### src/rtl/seg_pkg.sv
// rtl/seg_pkg.sv - shared glyph codes, mode/state encodings for the segment display
// Purpose: constants and enums shared by seg_anim_display and its glyph decoder.
// Ports: none (package).
package seg_pkg;

  localparam logic [4:0] GLY_BLANK = 5'd16;
  localparam logic [4:0] GLY_DASH  = 5'd17;
  localparam logic [4:0] GLY_P     = 5'd18;
  localparam logic [4:0] GLY_L     = 5'd19;

  typedef enum logic [1:0] {
    MODE_STATIC = 2'd0,
    MODE_REVEAL = 2'd1,
    MODE_SCROLL = 2'd2,
    MODE_BLINK  = 2'd3
  } mode_e;

  typedef enum logic [1:0] {
    ST_IDLE = 2'd0,
    ST_RUN  = 2'd1,
    ST_HOLD = 2'd2
  } state_e;

  // What the display buffer does on a given cycle.
  typedef enum logic [2:0] {
    DOP_NONE  = 3'd0,
    DOP_LOAD  = 3'd1,
    DOP_BLANK = 3'd2,
    DOP_SHIFT = 3'd3,
    DOP_ROT   = 3'd4
  } disp_op_e;

endpackage

### src/rtl/seg_anim_display_if.sv
// rtl/seg_anim_display_if.sv - frame load / status interface of the segment display
// Purpose: groups the controller-facing signals of seg_anim_display.
// Signals: load (strobe), mode[1:0], glyphs[5*NUM_DIGITS-1:0], dp_mask, busy, done.
// Modports: master = controller (drives load/mode/glyphs/dp_mask), slave = display.
interface seg_anim_display_if #(
  parameter int NUM_DIGITS = 8
);
  logic                    load;
  logic [1:0]              mode;
  logic [5*NUM_DIGITS-1:0] glyphs;
  logic [NUM_DIGITS-1:0]   dp_mask;
  logic                    busy;
  logic                    done;

  modport master (output load, mode, glyphs, dp_mask, input busy, done);
  modport slave  (input load, mode, glyphs, dp_mask, output busy, done);
endinterface

### src/rtl/glyph_seg_decoder.sv
// rtl/glyph_seg_decoder.sv - glyph code to active-high 7-segment pattern
// Purpose: combinational decode of a 5-bit glyph code plus decimal point.
// Ports: code[4:0] in, dp in, seg[7:0] out = {dp,g,f,e,d,c,b,a}, active-high.
module glyph_seg_decoder
  import seg_pkg::*;
(
  input  logic [4:0] code,
  input  logic       dp,
  output logic [7:0] seg
);

  logic [6:0] gfedcba;

  always_comb begin
    gfedcba = 7'h00;
    case (code)
      5'd0:     gfedcba = 7'h3F;
      5'd1:     gfedcba = 7'h06;
      5'd2:     gfedcba = 7'h5B;
      5'd3:     gfedcba = 7'h4F;
      5'd4:     gfedcba = 7'h66;
      5'd5:     gfedcba = 7'h6D;
      5'd6:     gfedcba = 7'h7D;
      5'd7:     gfedcba = 7'h07;
      5'd8:     gfedcba = 7'h7F;
      5'd9:     gfedcba = 7'h6F;
      5'd10:    gfedcba = 7'h77;
      5'd11:    gfedcba = 7'h7C;
      5'd12:    gfedcba = 7'h39;
      5'd13:    gfedcba = 7'h5E;
      5'd14:    gfedcba = 7'h79;
      5'd15:    gfedcba = 7'h71;
      GLY_DASH: gfedcba = 7'h40;
      GLY_P:    gfedcba = 7'h73;
      GLY_L:    gfedcba = 7'h38;
      default:  gfedcba = 7'h00;
    endcase
    seg = {dp, gfedcba};
  end

endmodule

### src/rtl/seg_anim_display.sv
// rtl/seg_anim_display.sv - N-digit multiplexed 7-segment driver with frame animation
// Purpose: latches a glyph frame and scans it onto a shared segment bus, with
//   static, right-to-left reveal, marquee scroll and blink modes.
// Ports: clk, rst (async, active-high); ctl (seg_anim_display_if.slave: load,
//   mode, glyphs, dp_mask in; busy, done out); seg_out[7:0] {dp,g..a};
//   seg_en[NUM_DIGITS-1:0] one-hot digit enable. Pin polarity set by ACTIVE_LOW.
module seg_anim_display
  import seg_pkg::*;
#(
  parameter int NUM_DIGITS = 8,
  parameter int SCAN_DIV   = 100_000,
  parameter int STEP_DIV   = 50_000_000,
  parameter bit ACTIVE_LOW = 1'b1
)(
  input  logic                  clk,
  input  logic                  rst,
  seg_anim_display_if.slave     ctl,
  output logic [7:0]            seg_out,
  output logic [NUM_DIGITS-1:0] seg_en
);

  localparam int IW  = $clog2(NUM_DIGITS);
  localparam int KW  = $clog2(NUM_DIGITS + 1);
  localparam int SCW = $clog2(SCAN_DIV);
  localparam int STW = $clog2(STEP_DIV);

  localparam logic [7:0]            SEG_OFF = {8{ACTIVE_LOW}};
  localparam logic [NUM_DIGITS-1:0] EN_OFF  = {NUM_DIGITS{ACTIVE_LOW}};

  logic [SCW-1:0] scan_cnt;
  logic [STW-1:0] step_cnt;
  logic           scan_tick;
  logic           step_tick;
  logic [IW-1:0]  scan_idx;

  state_e   state_q, state_d;
  mode_e    mode_q;
  disp_op_e disp_op;
  logic     ld_frame, k_clr, k_inc, blank_clr, blank_tog;
  logic     busy_d, done_d, busy_q, done_q, blank_q;

  logic [4:0]            frame_q [NUM_DIGITS];
  logic [4:0]            disp_q  [NUM_DIGITS];
  logic [NUM_DIGITS-1:0] dpm_q;
  logic [KW-1:0]         k_q;
  logic [IW-1:0]         rev_idx;

  logic [4:0]            cur_code;
  logic                  cur_dp;
  logic [7:0]            dec_seg;
  logic [7:0]            pat;
  logic [NUM_DIGITS-1:0] en_raw;

  assign ctl.busy = busy_q;
  assign ctl.done = done_q;

  // Free-running prescalers; load never touches them.
  assign scan_tick = (scan_cnt == SCW'(SCAN_DIV - 1));
  assign step_tick = (step_cnt == STW'(STEP_DIV - 1));

  always_ff @(posedge clk or posedge rst) begin
    if (rst) begin
      scan_cnt <= '0;
      step_cnt <= '0;
      scan_idx <= '0;
    end else begin
      scan_cnt <= scan_tick ? '0 : scan_cnt + 1'b1;
      step_cnt <= step_tick ? '0 : step_cnt + 1'b1;
      if (scan_tick)
        scan_idx <= (scan_idx == IW'(NUM_DIGITS - 1)) ? '0 : scan_idx + 1'b1;
    end
  end

  // Reveal inserts the frame from its leftmost digit downwards.
  assign rev_idx = IW'(KW'(NUM_DIGITS - 1) - k_q);

  always_ff @(posedge clk or posedge rst) begin
    if (rst) state_q <= ST_IDLE;
    else     state_q <= state_d;
  end

  // A load always wins over anything else happening in the same cycle.
  always_comb begin
    state_d   = state_q;
    disp_op   = DOP_NONE;
    ld_frame  = 1'b0;
    k_clr     = 1'b0;
    k_inc     = 1'b0;
    blank_clr = 1'b0;
    blank_tog = 1'b0;
    busy_d    = busy_q;
    done_d    = 1'b0;
    if (ctl.load) begin
      ld_frame  = 1'b1;
      k_clr     = 1'b1;
      blank_clr = 1'b1;
      case (mode_e'(ctl.mode))
        MODE_STATIC: begin
          disp_op = DOP_LOAD;
          state_d = ST_HOLD;
          busy_d  = 1'b0;
          done_d  = 1'b1;
        end
        MODE_REVEAL: begin
          disp_op = DOP_BLANK;
          state_d = ST_RUN;
          busy_d  = 1'b1;
        end
        default: begin
          disp_op = DOP_LOAD;
          state_d = ST_RUN;
          busy_d  = 1'b1;
        end
      endcase
    end else if (state_q == ST_RUN) begin
      case (mode_q)
        MODE_REVEAL: begin
          // k == NUM_DIGITS marks the cycle after the final shift.
          if (k_q == KW'(NUM_DIGITS)) begin
            state_d = ST_HOLD;
            busy_d  = 1'b0;
            done_d  = 1'b1;
          end else if (step_tick) begin
            disp_op = DOP_SHIFT;
            k_inc   = 1'b1;
          end
        end
        MODE_SCROLL: if (step_tick) disp_op = DOP_ROT;
        MODE_BLINK:  if (step_tick) blank_tog = 1'b1;
        default: begin
          state_d = ST_HOLD;
          busy_d  = 1'b0;
        end
      endcase
    end
  end

  always_ff @(posedge clk or posedge rst) begin
    if (rst) begin
      for (int i = 0; i < NUM_DIGITS; i++) begin
        frame_q[i] <= GLY_BLANK;
        disp_q[i]  <= GLY_BLANK;
      end
      dpm_q   <= '0;
      mode_q  <= MODE_STATIC;
      k_q     <= '0;
      blank_q <= 1'b0;
      busy_q  <= 1'b0;
      done_q  <= 1'b0;
    end else begin
      busy_q <= busy_d;
      done_q <= done_d;
      if (ld_frame) begin
        for (int i = 0; i < NUM_DIGITS; i++)
          frame_q[i] <= ctl.glyphs[5*i +: 5];
        dpm_q  <= ctl.dp_mask;
        mode_q <= mode_e'(ctl.mode);
      end
      if (k_clr)      k_q <= '0;
      else if (k_inc) k_q <= k_q + 1'b1;
      if (blank_clr)      blank_q <= 1'b0;
      else if (blank_tog) blank_q <= ~blank_q;
      case (disp_op)
        DOP_LOAD:
          for (int i = 0; i < NUM_DIGITS; i++) disp_q[i] <= ctl.glyphs[5*i +: 5];
        DOP_BLANK:
          for (int i = 0; i < NUM_DIGITS; i++) disp_q[i] <= GLY_BLANK;
        DOP_SHIFT: begin
          disp_q[0] <= frame_q[rev_idx];
          for (int i = 1; i < NUM_DIGITS; i++) disp_q[i] <= disp_q[i-1];
        end
        DOP_ROT: begin
          disp_q[0] <= disp_q[NUM_DIGITS-1];
          for (int i = 1; i < NUM_DIGITS; i++) disp_q[i] <= disp_q[i-1];
        end
        default: ;
      endcase
    end
  end

  assign cur_code = disp_q[scan_idx];
  assign cur_dp   = dpm_q[scan_idx];

  glyph_seg_decoder u_dec (
    .code (cur_code),
    .dp   (cur_dp),
    .seg  (dec_seg)
  );

  always_comb begin
    en_raw           = '0;
    en_raw[scan_idx] = 1'b1;
    pat              = blank_q ? 8'h00 : dec_seg;
  end

  always_ff @(posedge clk or posedge rst) begin
    if (rst) begin
      seg_out <= SEG_OFF;
      seg_en  <= EN_OFF;
    end else begin
      seg_out <= pat ^ SEG_OFF;
      seg_en  <= en_raw ^ EN_OFF;
    end
  end

endmodule

### src/flat_wrapper.sv
// flat-port wrapper written by rule: the top's interface ports become plain ports
module seg_anim_display_flat import seg_pkg::*;
#(
  parameter int NUM_DIGITS = 8,
  parameter int SCAN_DIV   = 100_000,
  parameter int STEP_DIV   = 50_000_000,
  parameter bit ACTIVE_LOW = 1'b1
)
  (clk, rst, seg_out, seg_en, ctl_load, ctl_mode, ctl_glyphs, ctl_dp_mask, ctl_busy, ctl_done);
  seg_anim_display_if #(.NUM_DIGITS(NUM_DIGITS)) ctl_i ();
  input  logic clk;
  input  logic rst;
  output logic [7:0] seg_out;
  output logic [NUM_DIGITS-1:0] seg_en;
  input wire logic [$bits(ctl_i.load)-1:0] ctl_load;
  input wire logic [$bits(ctl_i.mode)-1:0] ctl_mode;
  input wire logic [$bits(ctl_i.glyphs)-1:0] ctl_glyphs;
  input wire logic [$bits(ctl_i.dp_mask)-1:0] ctl_dp_mask;
  output wire logic [$bits(ctl_i.busy)-1:0] ctl_busy;
  output wire logic [$bits(ctl_i.done)-1:0] ctl_done;
  assign ctl_i.load = ctl_load;
  assign ctl_i.mode = ctl_mode;
  assign ctl_i.glyphs = ctl_glyphs;
  assign ctl_i.dp_mask = ctl_dp_mask;
  assign ctl_busy = ctl_i.busy;
  assign ctl_done = ctl_i.done;
  seg_anim_display #(.NUM_DIGITS(NUM_DIGITS), .SCAN_DIV(SCAN_DIV), .STEP_DIV(STEP_DIV), .ACTIVE_LOW(ACTIVE_LOW)) u_core (.clk(clk), .rst(rst), .ctl(ctl_i), .seg_out(seg_out), .seg_en(seg_en));
endmodule
### config.mk
export PLATFORM = sky130hd
export DESIGN_NAME = seg_anim_display_flat
export DESIGN_NICKNAME = d
export VERILOG_FILES = /design/src/rtl/seg_pkg.sv /design/src/rtl/seg_anim_display_if.sv /design/src/rtl/glyph_seg_decoder.sv /design/src/rtl/seg_anim_display.sv /design/src/flat_wrapper.sv
export SDC_FILE = /design/constraint.sdc
export NUM_CORES = 1
export LEC_CHECK = 0
export CORE_ASPECT_RATIO = 1.25
export CORE_MARGIN = 3
export CORE_UTILIZATION = 32
export CTS_CLUSTER_SIZE = 16
export DETAILED_ROUTE_END_ITERATION = 7
export DONT_BUFFER_PORTS = 1
export HOLD_SLACK_MARGIN = 0.15
export PLACE_DENSITY = 0.5
export SLEW_MARGIN = 20
export SYNTH_ARGS = -nofsm -noshare
export SYNTH_HDL_FRONTEND = slang
export SYNTH_SLANG_ARGS = --single-unit
### constraint.sdc
create_clock -name clk -period 5.2 [get_ports clk]
set_input_delay 0.52 -clock clk [delete_from_list [all_inputs] [get_ports clk]]
set_output_delay 0.52 -clock clk [all_outputs]
set_load 0.005 [all_outputs]
# ---- Word level (Yosys, flattened, before mapping)
# Memory sizes are Yosys's and may differ from the RTL's.
# Cells that the tools add are included.
dict set report word_totals {
  ff_bits 161
  ram_bits 0
  latch_bits 0
  output_inout_bits 18
  elab_cells 116
  inputBits 53
  romBits 224
  n_memories 1
}
dict set report op_classes {
  muxes 50
  n_eq_ne 15
  n_div 0
  mul 0
  n_addsub 5
  n_bitwise 5
  magnitude_cmp 4
  n_reduce_logical 8
  shifts 0
}
# memory words width read_ports rd_ports_with_merged_regs wr line
set mem_list {}
lappend mem_list {{(no name shown)} 32 7 1 0 0 glyph_seg_decoder.sv:16} ;# case (code)
# operator count
set ops {}
lappend ops {{$pmux 40 s4} 1}
lappend ops {{$bmux 5 s3} 2}
lappend ops {{$add 26x1->26 const B} 1}
lappend ops {{$eq 26x26->1 const B} 1}
lappend ops {{$mux 26} 1}
lappend ops {{$mux 1} 22}
lappend ops {{$mux 5} 4}
lappend ops {{$add 17x1->17 const B} 1}
lappend ops {{$eq 17x17->1 const B} 1}
lappend ops {{$mux 17} 1}
lappend ops {{$not 8->8} 2}
lappend ops {{$mux 3} 5}
lappend ops {{$mux 2} 6}
lappend ops {{$ge 4x4->1 const B} 2}
lappend ops {{$mux 4} 2}
lappend ops {{$mux 8} 1}
lappend ops {{$not 3->4} 2}
lappend ops {{$eq 2x1->1 const B} 3}
lappend ops {{$eq 3x2->1 const B} 2}
lappend ops {{$eq 3x3->1 const B} 2}
lappend ops {{$pmux 3 s2} 1}
lappend ops {{$reduce_bool 2->1} 3}
lappend ops {{$add 4x1->4 const B} 1}
lappend ops {{$eq 2x2->1 const B} 2}
lappend ops {{18 further kinds} 18}

# ---- Depth between registers and ports, before layout
# Gate-level depths: netlist of run 1.
dict set report depth {
  depth_word 8
  ltp_mapped 12
}

# ---- Cells and area by module
# A second synthesis of run 1 with hierarchy kept.
dict set report hier_totals {
  cells_unflattened 697
  area_unflattened_um2 7822.5
}
# mod cells_per_inst area_per_inst_um2 n_inst
set by_module_without_submodules {}
lappend by_module_without_submodules {seg_anim_display 651 7488.4 1}
lappend by_module_without_submodules {glyph_seg_decoder 46 334.1 1}

# ---- Least setup slack after synthesis of run 1
# Ideal clock, no wire load.
dict set report synth_path {
  kind {register to register}
  from {register u_core.scan_idx[0]}
  to {register u_core.seg_out[3]}
  path_buffers 2
  period_less_slack_ps 2382
  setup_ps 82
  path_stages_with_launch 11
  required_time_ps 5118
  slack_ps 2818
  arrival_time_ps 2300
  cell_sequence {dfrtp_1 > buf_2 > buf_2 > o311a_1 > o22ai_1 > inv_1 > ha_1 > and2_1 > o21bai_1 > nand2_1 > a22oi_1}
}
dict set report synth_between {
  elab_chain_len 7
}
# item line
set synth_rtl {}
lappend synth_rtl {{from (decl)} seg_anim_display.sv:34} ;# logic [IW-1:0] scan_idx;
lappend synth_rtl {{from (signal assigned)} seg_anim_display.sv:70} ;# scan_idx <= (scan_idx == IW'(NUM_DIGITS - 1)) ? '0 : scan_idx + 1'b1;
lappend synth_rtl {{$not 3->4 (not written as such)} seg_anim_display.sv:181} ;# assign cur_code = disp_q[scan_idx];
lappend synth_rtl {{$bmux 5 s3} seg_anim_display.sv:181}
lappend synth_rtl {{$mux 5 (not written as such) (2 in series)} seg_anim_display.sv:181}
lappend synth_rtl {{$mem_v2 32x7} --}
lappend synth_rtl {{$mux 8} seg_anim_display.sv:193} ;# pat = blank_q ? 8'h00 : dec_seg;
lappend synth_rtl {{$not 8->8 (no source line)} --}
lappend synth_rtl {{to (signal assigned)} seg_anim_display.sv:201} ;# seg_out <= pat ^ SEG_OFF;
lappend synth_rtl {{to (decl)} seg_anim_display.sv:18} ;# output logic [7:0] seg_out,
# No other way between the ends. The select of a mux whose other input is x is not followed.
# A chain may end at the register's enable or synchronous reset.

# ---- Worst setup path after layout of run 1
dict set report layout_path {
  from {register u_core.scan_idx[2]}
  to {register u_core.seg_out[3]}
}
# The elaborated chain is that of the path after synthesis.

==> flow_summary.ini, run 1 <==
[critical_path]
arrival_ns = 3.60
path_class = reg2reg
path_buf_inv = 2
cp.required_ns = 5.54
crit_chain = clkinv_1 > o311a_1 > o22ai_1 > inv_1 > ha_1 > and2_1 > o21bai_1 > nand2_1 > a22oi_1
cpMaxStageDelayCell = dfrtp_1
max_stage_delay_ns = 0.87
cp-start-kind = flop
cp_top_family = compound AO/OA/AOI/OAI gates
crit_fanout = 25
worstSetupEndpointType = flop

[sta]
fmax_ghz = 0.306
finalHoldViolCount = 0
rsz0062_at_grt = false
period_share_pct = 62.8
maxSlewHeadroom_pct = 36.3
report.final.slew_viol_count = 0
fin_hold_ws_ns = 0.218
fin_setup_tns_ns = 0
tightest_slew_ns = 0.956
setup-violations-final = 0
min_period_ns = 3.26
fin_ws_ns = 1.94
skew_ns = 0.0123

[synth]
synth_flop_cell = dfrtp_1
yosys_warnings = 0
syn_area_per_cell_um2 = 10.0
yosysSeqAreaShare_pct = 49.7
syn-num-nets = 880
async_flop_share_pct = 100
synth_cell_types = 70
ys_ff_latch = 160
synthTopCellsByArea = dfrtp_1, dfstp_2, nor2_1
yosysTopAreaCell = dfrtp_1
syn_area_um2 = 8130
synthCells = 812
synth_edf_count = 0
synth_top_cell_area_share_pct = 39.4

[drt]
drtIter0Drc = 402
ant_nets = 0
post_drt_via_cell_ratio = 4.95
drc = 0
dr.pass1.iters = 4
wl_per_cell_um = 16.9
drt_wl_total_um = 19200
num_vias = 5638

[die]
initial_utilization_pct = 32.9
die_w_um = 149
num_io_pins = 71
rows = 64
die_h_um = 184
core_um2 = 24700
die_area_um2 = 27400

[layout]
layout.nets = 866
drive_gt1_share_pct = 16.8
syn2layout_area_growth_pct = 10.2
n_antenna_cell = 0
finalCoreUtilization_pct = 36.2
nFillCells = 2486

[pwr]
p_sw_mw = 0.713
leakagePower_nw = 3.76
p_seq_share_pct = 49.1
p_per_area_nw_per_um2 = 317
pwr-share-clk_pct = 42.4
p_sw_share_pct = 25.1
comb_power_share_pct = 8.6
vdd_drop_max_mv = 0.159
total_power_mw = 2.84
p_int_mw = 2.13

[run_status]
status = finished clean

[global_routing]
grt_pass1_wl_um = 31600
grt_use_total_pct = 14.6
overflow = 0
grt_pass1_vias = 5543
antenna_found_initial = 0
grt_max_degree = 147

[cts]
cts_setup_buffers = 0
cts_buffers = 17
clk_pin_slew_worst_paths_ns = 0.06
cts_tree = done
cts-root-buf = clkbuf_16
clkSinkCount = 160
clk-insertion-delay-late_ns = 0.42
clk_path_buf_depth = 2
cts_max_level = 4
post_cts_resized = 0

[placed_design]
place_congestion = 0.780
place_ws_ns = 1.93
dp_hpwl_um = 13700
numPortBuffers = 0

[run]
drv_cap = 0

[min_path]
hp-class = in2reg
state kept, by name, indices dropped and copies added (netlist names), 2 cells and up:
name	cells
u_core.scan_idx	3
u_core.frame_q	40
u_core.seg_en	8
u_core.dpm_q	8
u_core.step_cnt	26
u_core.k_q	4
u_core.scan_cnt	17
u_core.seg_out	8
u_core.mode_q	2
u_core.disp_q	40
power by group through the flow:
stage	logic, mW	clock network (mW)	registers (mW)
3_5_place_dp	0.244	0	1.42
2_1_floorplan	0.208	0	1.39
4_1_cts	0.247	1.24	1.39
6_report	0.243	1.20	1.39
3_3_place_gp	0.243	0	1.42
5_1_grt	0.280	1.29	1.40
kinds of logic after synthesis:
logic type               count (synthesis)  synth area share (%)
AO/OA/AOI/OAI                          165                  13.4
buffers and inverters                  123                  6.54
AND/OR/NAND/NOR                        267                  16.1
multiplexers                            44                  7.80
flip-flops                             160                  49.7
adder cells (fa/ha/maj)                 15                  2.31
XOR/XNOR                                38                  4.09
metrics by stage:
| step | cell area (um^2) | std cells |
|---|---|---|
| floorplan | 8130 | 812 |
| global placement | 8380 | 1108 |
| detailed placement | 8380 | 1108 |
| CTS | 8960 | 1140 |
| global route | 8960 | 1140 |
| finish | 8960 | 1140 |
synth_stat cells, drive strengths merged (5+ instances only):
master	n
nor2	88
nor4	5
buf	22
or3	5
o22ai	30
a21oi	38
mux2	25
inv	80
clkbuf	20
a21o	6
nand4	14
a211oi	13
nor2b	13
nand2	71
and3	8
ha	15
nand3	26
o21ai	46
xor2	13
dfstp	32
dfrtp	128
mux2i	7
nor3	13
mux4	12
a221oi	5
xnor2	25
routing by layer:
metal | vias to the layer above | share of wire (%) | GRT usage [%]
met1 | 2773 | 48 | 20.5
met4 | 0 | 1.4 | 4.14
met3 | 18 | 3.3 | 3.17
li1 | 2774 | - | -
met5 | - | 0 | 0
met2 | 73 | 48 | 23.1
worst paths after layout:
kind / endpoint / slack (ns) / startpoint / cells after the start
worst min-delay path: u_core.dpm_q[3]$_DFFE_PP0P_ / 0.22 / ctl_dp_mask[3] / 2
max in group asynchronous: u_core.disp_q[34]$_DFFE_PP1P_ / 3.33 / rst / 3
min in group asynchronous: u_core.step_cnt[12]$_DFF_PP0_ / 0.73 / rst / 2
worst max-delay path: u_core.seg_out[3]$_DFF_PP1_ / 1.94 / u_core.scan_idx[2]$_DFFE_PP0N_ / 9
worst max register to register: u_core.seg_out[3]$_DFF_PP1_ / 1.94 / u_core.scan_idx[2]$_DFFE_PP0N_ / 9
worst min register to register: u_core.scan_cnt[0]$_DFF_PP0_ / 0.48 / u_core.scan_cnt[0]$_DFF_PP0_ / 1
layout by cell type, fill, tap and decap left out, types with 5 or more instances in the layout:
cell / count
ha_1: 15
a221oi_1: 5
nand2_1: 71
and3_1: 8
buf_4: 8
mux2i_1: 6
nand4_1: 14
o21ai_0: 45
a211oi_1: 9
dfrtp_1: 128
a21o_1: 6
a21oi_1: 27
nor2_1: 87
nor2b_1: 13
a21oi_2: 11
dfstp_2: 32
xor2_1: 13
xnor2_1: 25
clkbuf_16: 17
nand3_1: 25
o22ai_1: 30
nor3_1: 12
mux4_2: 12
inv_1: 79
mux2_2: 25
cell type report:
type                            count  area, um^2  share of cell area [%]
Sequential cell                   160        4040                    45.1
Multi-Input combinational cell    529        3560                    39.7
Clock buffer                       20         457                    5.10
Tap cell                          330         413                    4.61
Inverter                           81         309                    3.45
Clock inverter                     11         108                    1.20
Timing Repair Buffer                9        70.1                   0.782
repair_timing:
item | in CTS | in global routing
endpoints found under the setup margin | 0 | 0
hold buffers | 1 | 0
endpoints found under the hold margin | 2 | 0
No activity file was read; power rests on OpenSTA's default activity.
==> run 2, diff against run 1 <==
--- a/config.mk
+++ b/config.mk
@@ -5,6 +5,7 @@
 export SDC_FILE = /design/constraint.sdc
 export NUM_CORES = 1
 export LEC_CHECK = 0
+export ABC_AREA = 1
 export CORE_ASPECT_RATIO = 1.25
 export CORE_MARGIN = 3
 export CORE_UTILIZATION = 32
==> constraint.sdc (replaced) <==
create_clock -name clk -period 3.3 [get_ports clk]
set_input_delay 0.33 -clock clk [delete_from_list [all_inputs] [get_ports clk]]
set_output_delay 0.33 -clock clk [all_outputs]
set_load 0.005 [all_outputs]
==> run 2 against run 1 <==
Net effect: clock power up 74%; combinational power up 80%; via count up 23%; critical path depth unchanged; design area up 10%; die area up 4.2%; area after synthesis up 4.3%; final cell count up 27%; count of clock-buffer cells in the layout down 3; register-to-register slack worse by 1.3 ns; global-route usage up 2.7 points; largest cell class unchanged; highest routed layer unchanged.
==> flow_summary.ini, run 2 <==
[die]
die_w_um = 152
rows = 66
core_um2 = 26100
num_io_pins = 71
initial_utilization_pct = 32.5
die_h_um = 188
die_area_um2 = 28500

[sta]
maxSlewHeadroom_pct = 49.9
fin_ws_ns = 0.628
finalHoldViolCount = 0
fmax_ghz = 0.374
rsz0062_at_grt = false
tightest_slew_ns = 0.746
fin_setup_tns_ns = 0
skew_ns = 0.0212
min_period_ns = 2.67
period_share_pct = 81.0
setup-violations-final = 0
report.final.slew_viol_count = 0

[global_routing]
grt_pass1_wl_um = 38500
grt_pass1_vias = 7129
antenna_found_initial = 0
grt_max_degree = 84
grt_use_total_pct = 17.3
overflow = 0

[cts]
cts_tree = done
clk_pin_slew_worst_paths_ns = 0.07
cts_buffers = 17
clk_path_buf_depth = 2
cts_max_level = 4
cts-root-buf = clkbuf_16
clkSinkCount = 160
clk-insertion-delay-late_ns = 0.44
post_cts_resized = 0

[pwr]
p_sw_share_pct = 27.5
p_seq_share_pct = 46.6
p_sw_mw = 1.30
p_per_area_nw_per_um2 = 478
pwr-share-clk_pct = 44.2
total_power_mw = 4.72
leakagePower_nw = 4.75
comb_power_share_pct = 9.2
p_int_mw = 3.43
vdd_drop_max_mv = 0.349

[critical_path]
rrSetupSlack_ns = 0.63
crit_fanout = 15
worstReg2RegStart = u_core.scan_idx[1]$_DFFE_PP0N_
crit_end = u_core.seg_out[6]$_DFF_PP1_
worstSetupEndpointType = flop
path_class = reg2reg
cp.required_ns = 3.65
arrival_ns = 3.02
startpoint = u_core.scan_idx[1]$_DFFE_PP0N_
r2r.worst_path.cells = 9
cp-start-kind = flop
r2r-end = u_core.seg_out[6]$_DFF_PP1_

[synth]
syn_area_per_cell_um2 = 7.99
async_flop_share_pct = 100
synth_edf_count = 0
synth_common_cells = nand2_1, dfrtp_1, inv_1, nor2_1, nand3_1
yosys_warnings = 0
yosysTopAreaCell = dfrtp_1
synthTopCellsByArea = dfrtp_1, nand2_1, dfstp_2
yosysSeqAreaShare_pct = 47.7
synthCells = 1061
ys_ff_latch = 160
syn-num-nets = 1129
yosysMostFrequentCell = nand2_1
syn_area_um2 = 8480
synth_cell_types = 48
synth_flop_cell = dfrtp_1
synth_top_cell_area_share_pct = 37.8

[run_status]
status = finished clean

[drt]
num_vias = 6960
drtIter0Drc = 351
dr.pass1.iters = 5
wl_per_cell_um = 16.2
drc = 0
drt_wl_total_um = 23500
ant_nets = 0
post_drt_via_cell_ratio = 4.80

[placed_design]
place_ws_ns = 0.661
numPortBuffers = 0
dp_hpwl_um = 16600
place_congestion = 0.792

[layout]
nFillCells = 2764
syn2layout_area_growth_pct = 16.5
finalCoreUtilization_pct = 37.8
layout_commonest_cell = nand2_1
n_antenna_cell = 0
drive_gt1_share_pct = 11.5
layout.nets = 1165
final_cell_mix = nand2_1, dfrtp_1, inv_1, nor2_1, nand3_1
reg.largest.list = u_core.disp_q x40, u_core.frame_q x40, u_core.step_cnt x26

[run]
drv_cap = 0

[min_path]
hp-class = in2reg
run 2: power by group through the flow:
| stage | clock network (mW) | registers, mW | logic, mW |
|---|---|---|---|
| CTS | 2.14 | 2.20 | 0.445 |
| finish | 2.09 | 2.20 | 0.437 |
| floorplan | 0 | 2.20 | 0.301 |
| detailed placement | 0 | 2.23 | 0.387 |
| global route | 2.22 | 2.21 | 0.503 |
| global placement | 0 | 2.24 | 0.384 |
run 2: critical path, cell delays in order (launching register included):
cell	delay, ns
dfrtp_1	0.73
inv_1	0.41
a21oi_1	0.25
o21ai_0	0.11
nand2_1	0.25
inv_1	0.11
ha_1	0.32
inv_1	0.06
nor4_1	0.25
o21ai_0	0.10
run 2: metrics by stage:
stage | instances | cell area, um^2 | hold WS (ns)
after floorplan | 1061 | 8480 | 0.426
after global placement | 1372 | 8790 | 0.393
after global routing | 1450 | 9870 | 0.157
final | 1450 | 9870 | 0.149
after CTS | 1450 | 9870 | 0.150
after detailed placement | 1372 | 8790 | 0.389
run 2: how the worst min path moves through the flow:
stage                   start                        endpoint  slack (ns)  cells past startpoint
5_1_grt        ctl_glyphs[16]  u_core.frame_q[21]$_DFFE_PP0P_        0.16                      2
6_report             ctl_load    u_core.mode_q[0]$_DFFE_PP0P_        0.15                      2
3_5_place_dp              rst   u_core.state_q[1]$_DFFE_PP0P_        0.39                      2
2_1_floorplan  ctl_glyphs[29]  u_core.frame_q[14]$_DFFE_PP1P_        0.43                      2
3_3_place_gp              rst   u_core.state_q[1]$_DFFE_PP0P_        0.39                      2
4_1_cts         ctl_glyphs[9]   u_core.disp_q[34]$_DFFE_PP1P_        0.15                      4
run 2: cell type report:
cell class              count  area (um^2)  share of cell area, %
clock inverters            15          193                   1.95
multi-input cells         743         3770                   38.2
clock buffers              17          425                   4.31
repair buffers             54          556                   5.63
flip-flops and latches    160         4040                   41.0
well taps                 340          425                   4.31
inverters                 121          460                   4.66
run 2: repair_timing:
action | CTS | global route
endpoints found under the hold margin | 190 | 0
hold buffers | 46 | 0
setup buffers | 0 | 0
run 2: cells by family (layout without fill, tap and decap cells):
group                      after synthesis  in the layout  synth area share, %
DFF                                    160            160                 47.7
xor gates and xnor gates                10             10                 1.03
and+or+nand+nor                        550            550                 28.9
AOI/OAI and AO/OA                      168            168                 12.3
adders and majority gates               15             15                 2.21
buffers and inverters                  158            207                 7.84
run 2: layer usage:
layer	up-vias	track usage, %	part of all wire [%]	wire (um)
met5	-	0	0	0
met4	0	5.91	2.5	578
met3	31	2.85	2.9	675
met2	117	29.6	52	12200
met1	3322	22.0	43	10100
li1	3490	-	-	-
==> run 3, diff against run 2 <==
--- a/config.mk
+++ b/config.mk
@@ -5,7 +5,7 @@
 export SDC_FILE = /design/constraint.sdc
 export NUM_CORES = 1
 export LEC_CHECK = 0
-export ABC_AREA = 1
+export ABC_AREA = 0
 export CORE_ASPECT_RATIO = 1.25
 export CORE_MARGIN = 3
 export CORE_UTILIZATION = 32
==> constraint.sdc (replaced) <==
create_clock -name clk -period 2.8 [get_ports clk]
set_input_delay 0.28 -clock clk [delete_from_list [all_inputs] [get_ports clk]]
set_output_delay 0.28 -clock clk [all_outputs]
set_load 0.005 [all_outputs]
==> run 3 against run 2 <==
Net effect: combinational power is 30% higher; utilization grew 1.4 points; via count is 14% lower; final cell count fell by 16%; non-clock buffer count rose by 26; maximum frequency rose by 9.5%; die area fell by 4.0%; sequential power rose by 17%; hold slack improved by 0.032 ns; worst setup slack worse by 0.27 ns; largest cell class unchanged.
==> flow_summary.ini, run 3 (synthesis results as in run 1) <==
[die]
initial_utilization_pct = 32.9
rows = 64
die_h_um = 184
die_area_um2 = 27400
core_um2 = 24700
die_w_um = 149
num_io_pins = 71

[sta]
maxSlewHeadroom_pct = 60.3
fin_setup_tns_ns = 0
skew_ns = 0.0132
tightest_slew_ns = 0.591
setup-violations-final = 0
period_share_pct = 87.1
fmax_ghz = 0.410
finalHoldViolCount = 0
report.final.slew_viol_count = 0
fin_hold_ws_ns = 0.181
rsz0062_at_grt = false
min_period_ns = 2.44

[global_routing]
grt_max_degree = 133
grt_pass1_wl_um = 33500
grt_use_total_pct = 15.5
grt_pass1_vias = 6124
antenna_found_initial = 0
overflow = 0

[min_path]
whs_endpoint = u_core.disp_q[34]$_DFFE_PP1P_
worstHoldPathCells = 3
hold_start = ctl_glyphs[9]
hp-class = in2reg

[cts]
cts-root-buf = clkbuf_16
cts_buffers = 17
clk_path_buf_depth = 2
post_cts_resized = 0
cts_max_level = 4
clk_pin_slew_worst_paths_ns = 0.07
cts_setup_buffers = 0
cts_tree = done
clkSinkCount = 160
clk-insertion-delay-late_ns = 0.43

[drt]
dr.pass1.iters = 4
drtIter0Drc = 319
post_drt_via_cell_ratio = 4.95
wl_per_cell_um = 16.9
drc = 0
drt_wl_total_um = 20500
ant_nets = 0
num_vias = 5998

[layout]
syn2layout_area_growth_pct = 19.5
layout_commonest_cell = dfrtp_1
reg.largest.list = u_core.disp_q x40, u_core.frame_q x40, u_core.step_cnt x26
drive_gt1_share_pct = 17.8
n_antenna_cell = 0
final_cell_mix = dfrtp_1, nor2_1, inv_1, nand2_1, dlygate4sd3_1
fin_cells = 1212
layout.nets = 937

[placed_design]
place_congestion = 0.836
dp_hpwl_um = 13900
numPortBuffers = 0
dp.cells = 1125

[critical_path]
cp.required_ns = 3.15
r2r.worst_path.cells = 9
cp-start-kind = flop
startpoint = u_core.step_cnt[0]$_DFF_PP0_
worstSetupEndpointType = flop
crit_chain = ha_1 > nand3_1 > or2_4 > nor4_4 > and4_2 > buf_12 > buf_4 > nor2_1 > a21oi_1
path_class = reg2reg
r2r-end = u_core.disp_q[2]$_DFFE_PP0P_
worstReg2RegStart = u_core.step_cnt[0]$_DFF_PP0_
rrSetupSlack_ns = 0.36
max_stage_delay_ns = 0.39
arrival_ns = 2.78
crit_fanout = 47
cpMaxStageDelayCell = dfrtp_1

[pwr]
p_per_area_nw_per_um2 = 570
leakagePower_nw = 4.12
vdd_drop_max_mv = 0.410

[run_status]
status = finished clean

[run]
drv_cap = 0
==> run 3: cell types whose count changed in the layout (fill, tap and decap cells not counted), sizes merged, moves of 13 or more <==
| cell | change |
|---|---|
| o21ai | -27 |
| xnor2 | +23 |
| o22ai | +24 |
| o211ai | -28 |
| nand2 | -282 |
| nor2b | +13 |
| inv | -40 |
| buf | +17 |
| mux2 | +25 |
| nand3 | -51 |
==> run 3: layout make-up <==
cell class                 count  area, um^2
inverter                      81         308
timing repair buffer          80         793
clock inverter                15         170
clock buffer                  17         425
tap                          330         413
fill                        2435       15000
multi-input combinational    529        3560
sequential                   160        4040
==> run 3: through the flow <==
| stage | setup WS [ns] | instance area (um^2) | power [mW] | utilization [%] |
|---|---|---|---|---|
| final | 0.361 | 9710 | 5.54 | 39.2 |
| after CTS | 0.334 | 9710 | 5.61 | 39.2 |
| after global routing | 0.139 | 9710 | 5.79 | 39.2 |
| after global placement | 0.433 | 8550 | 3.09 | 34.5 |
| after floorplan | 0.418 | 8130 | 2.97 | - |
| after detailed placement | 0.381 | 8550 | 3.10 | 34.5 |
==> run 3: worst max-delay path, delay by kind of cell (launching register included) <==
family                     cells  cell delay, ns
AOI/OAI and AO/OA              1            0.12
adders and majority gates      1            0.21
buffers and inverters          2            0.48
DFF                            1            0.39
and+or+nand+nor                5            1.11
==> run 3: power by group <==
group	switching, mW	internal [mW]
Combinational	0.314	0.252
Sequential	0.0949	2.49
Clock	1.04	1.34
==> run 3: how the worst max path moves through the flow <==
stage	slack (ns)	cells past startpoint	to
2_1_floorplan	0.42	10	u_core.seg_out[3]$_DFF_PP1_
3_3_place_gp	0.43	9	u_core.disp_q[2]$_DFFE_PP0P_
3_5_place_dp	0.38	8	u_core.seg_out[4]$_DFF_PP1_
4_1_cts	0.33	9	u_core.disp_q[2]$_DFFE_PP0P_
5_1_grt	0.14	8	u_core.seg_out[4]$_DFF_PP1_
6_report	0.36	9	u_core.disp_q[2]$_DFFE_PP0P_
==> run 3: routing by layer <==
layer | routed length [um] | vias up | GRT usage (%) | part of all wire (%)
met5 | 0 | - | 0 | 0
met1 | 9250 | 2935 | 20.2 | 45
met4 | 450 | 0 | 5.47 | 2.2
met2 | 10100 | 109 | 25.6 | 49
li1 | - | 2921 | - | -
met3 | 710 | 33 | 3.39 | 3.5
==> run 3: repair_timing <==
action / in CTS / in global routing
endpoints found under the hold margin: 221 / 0
endpoints found under the setup margin: 0 / 0
hold buffers: 55 / 0
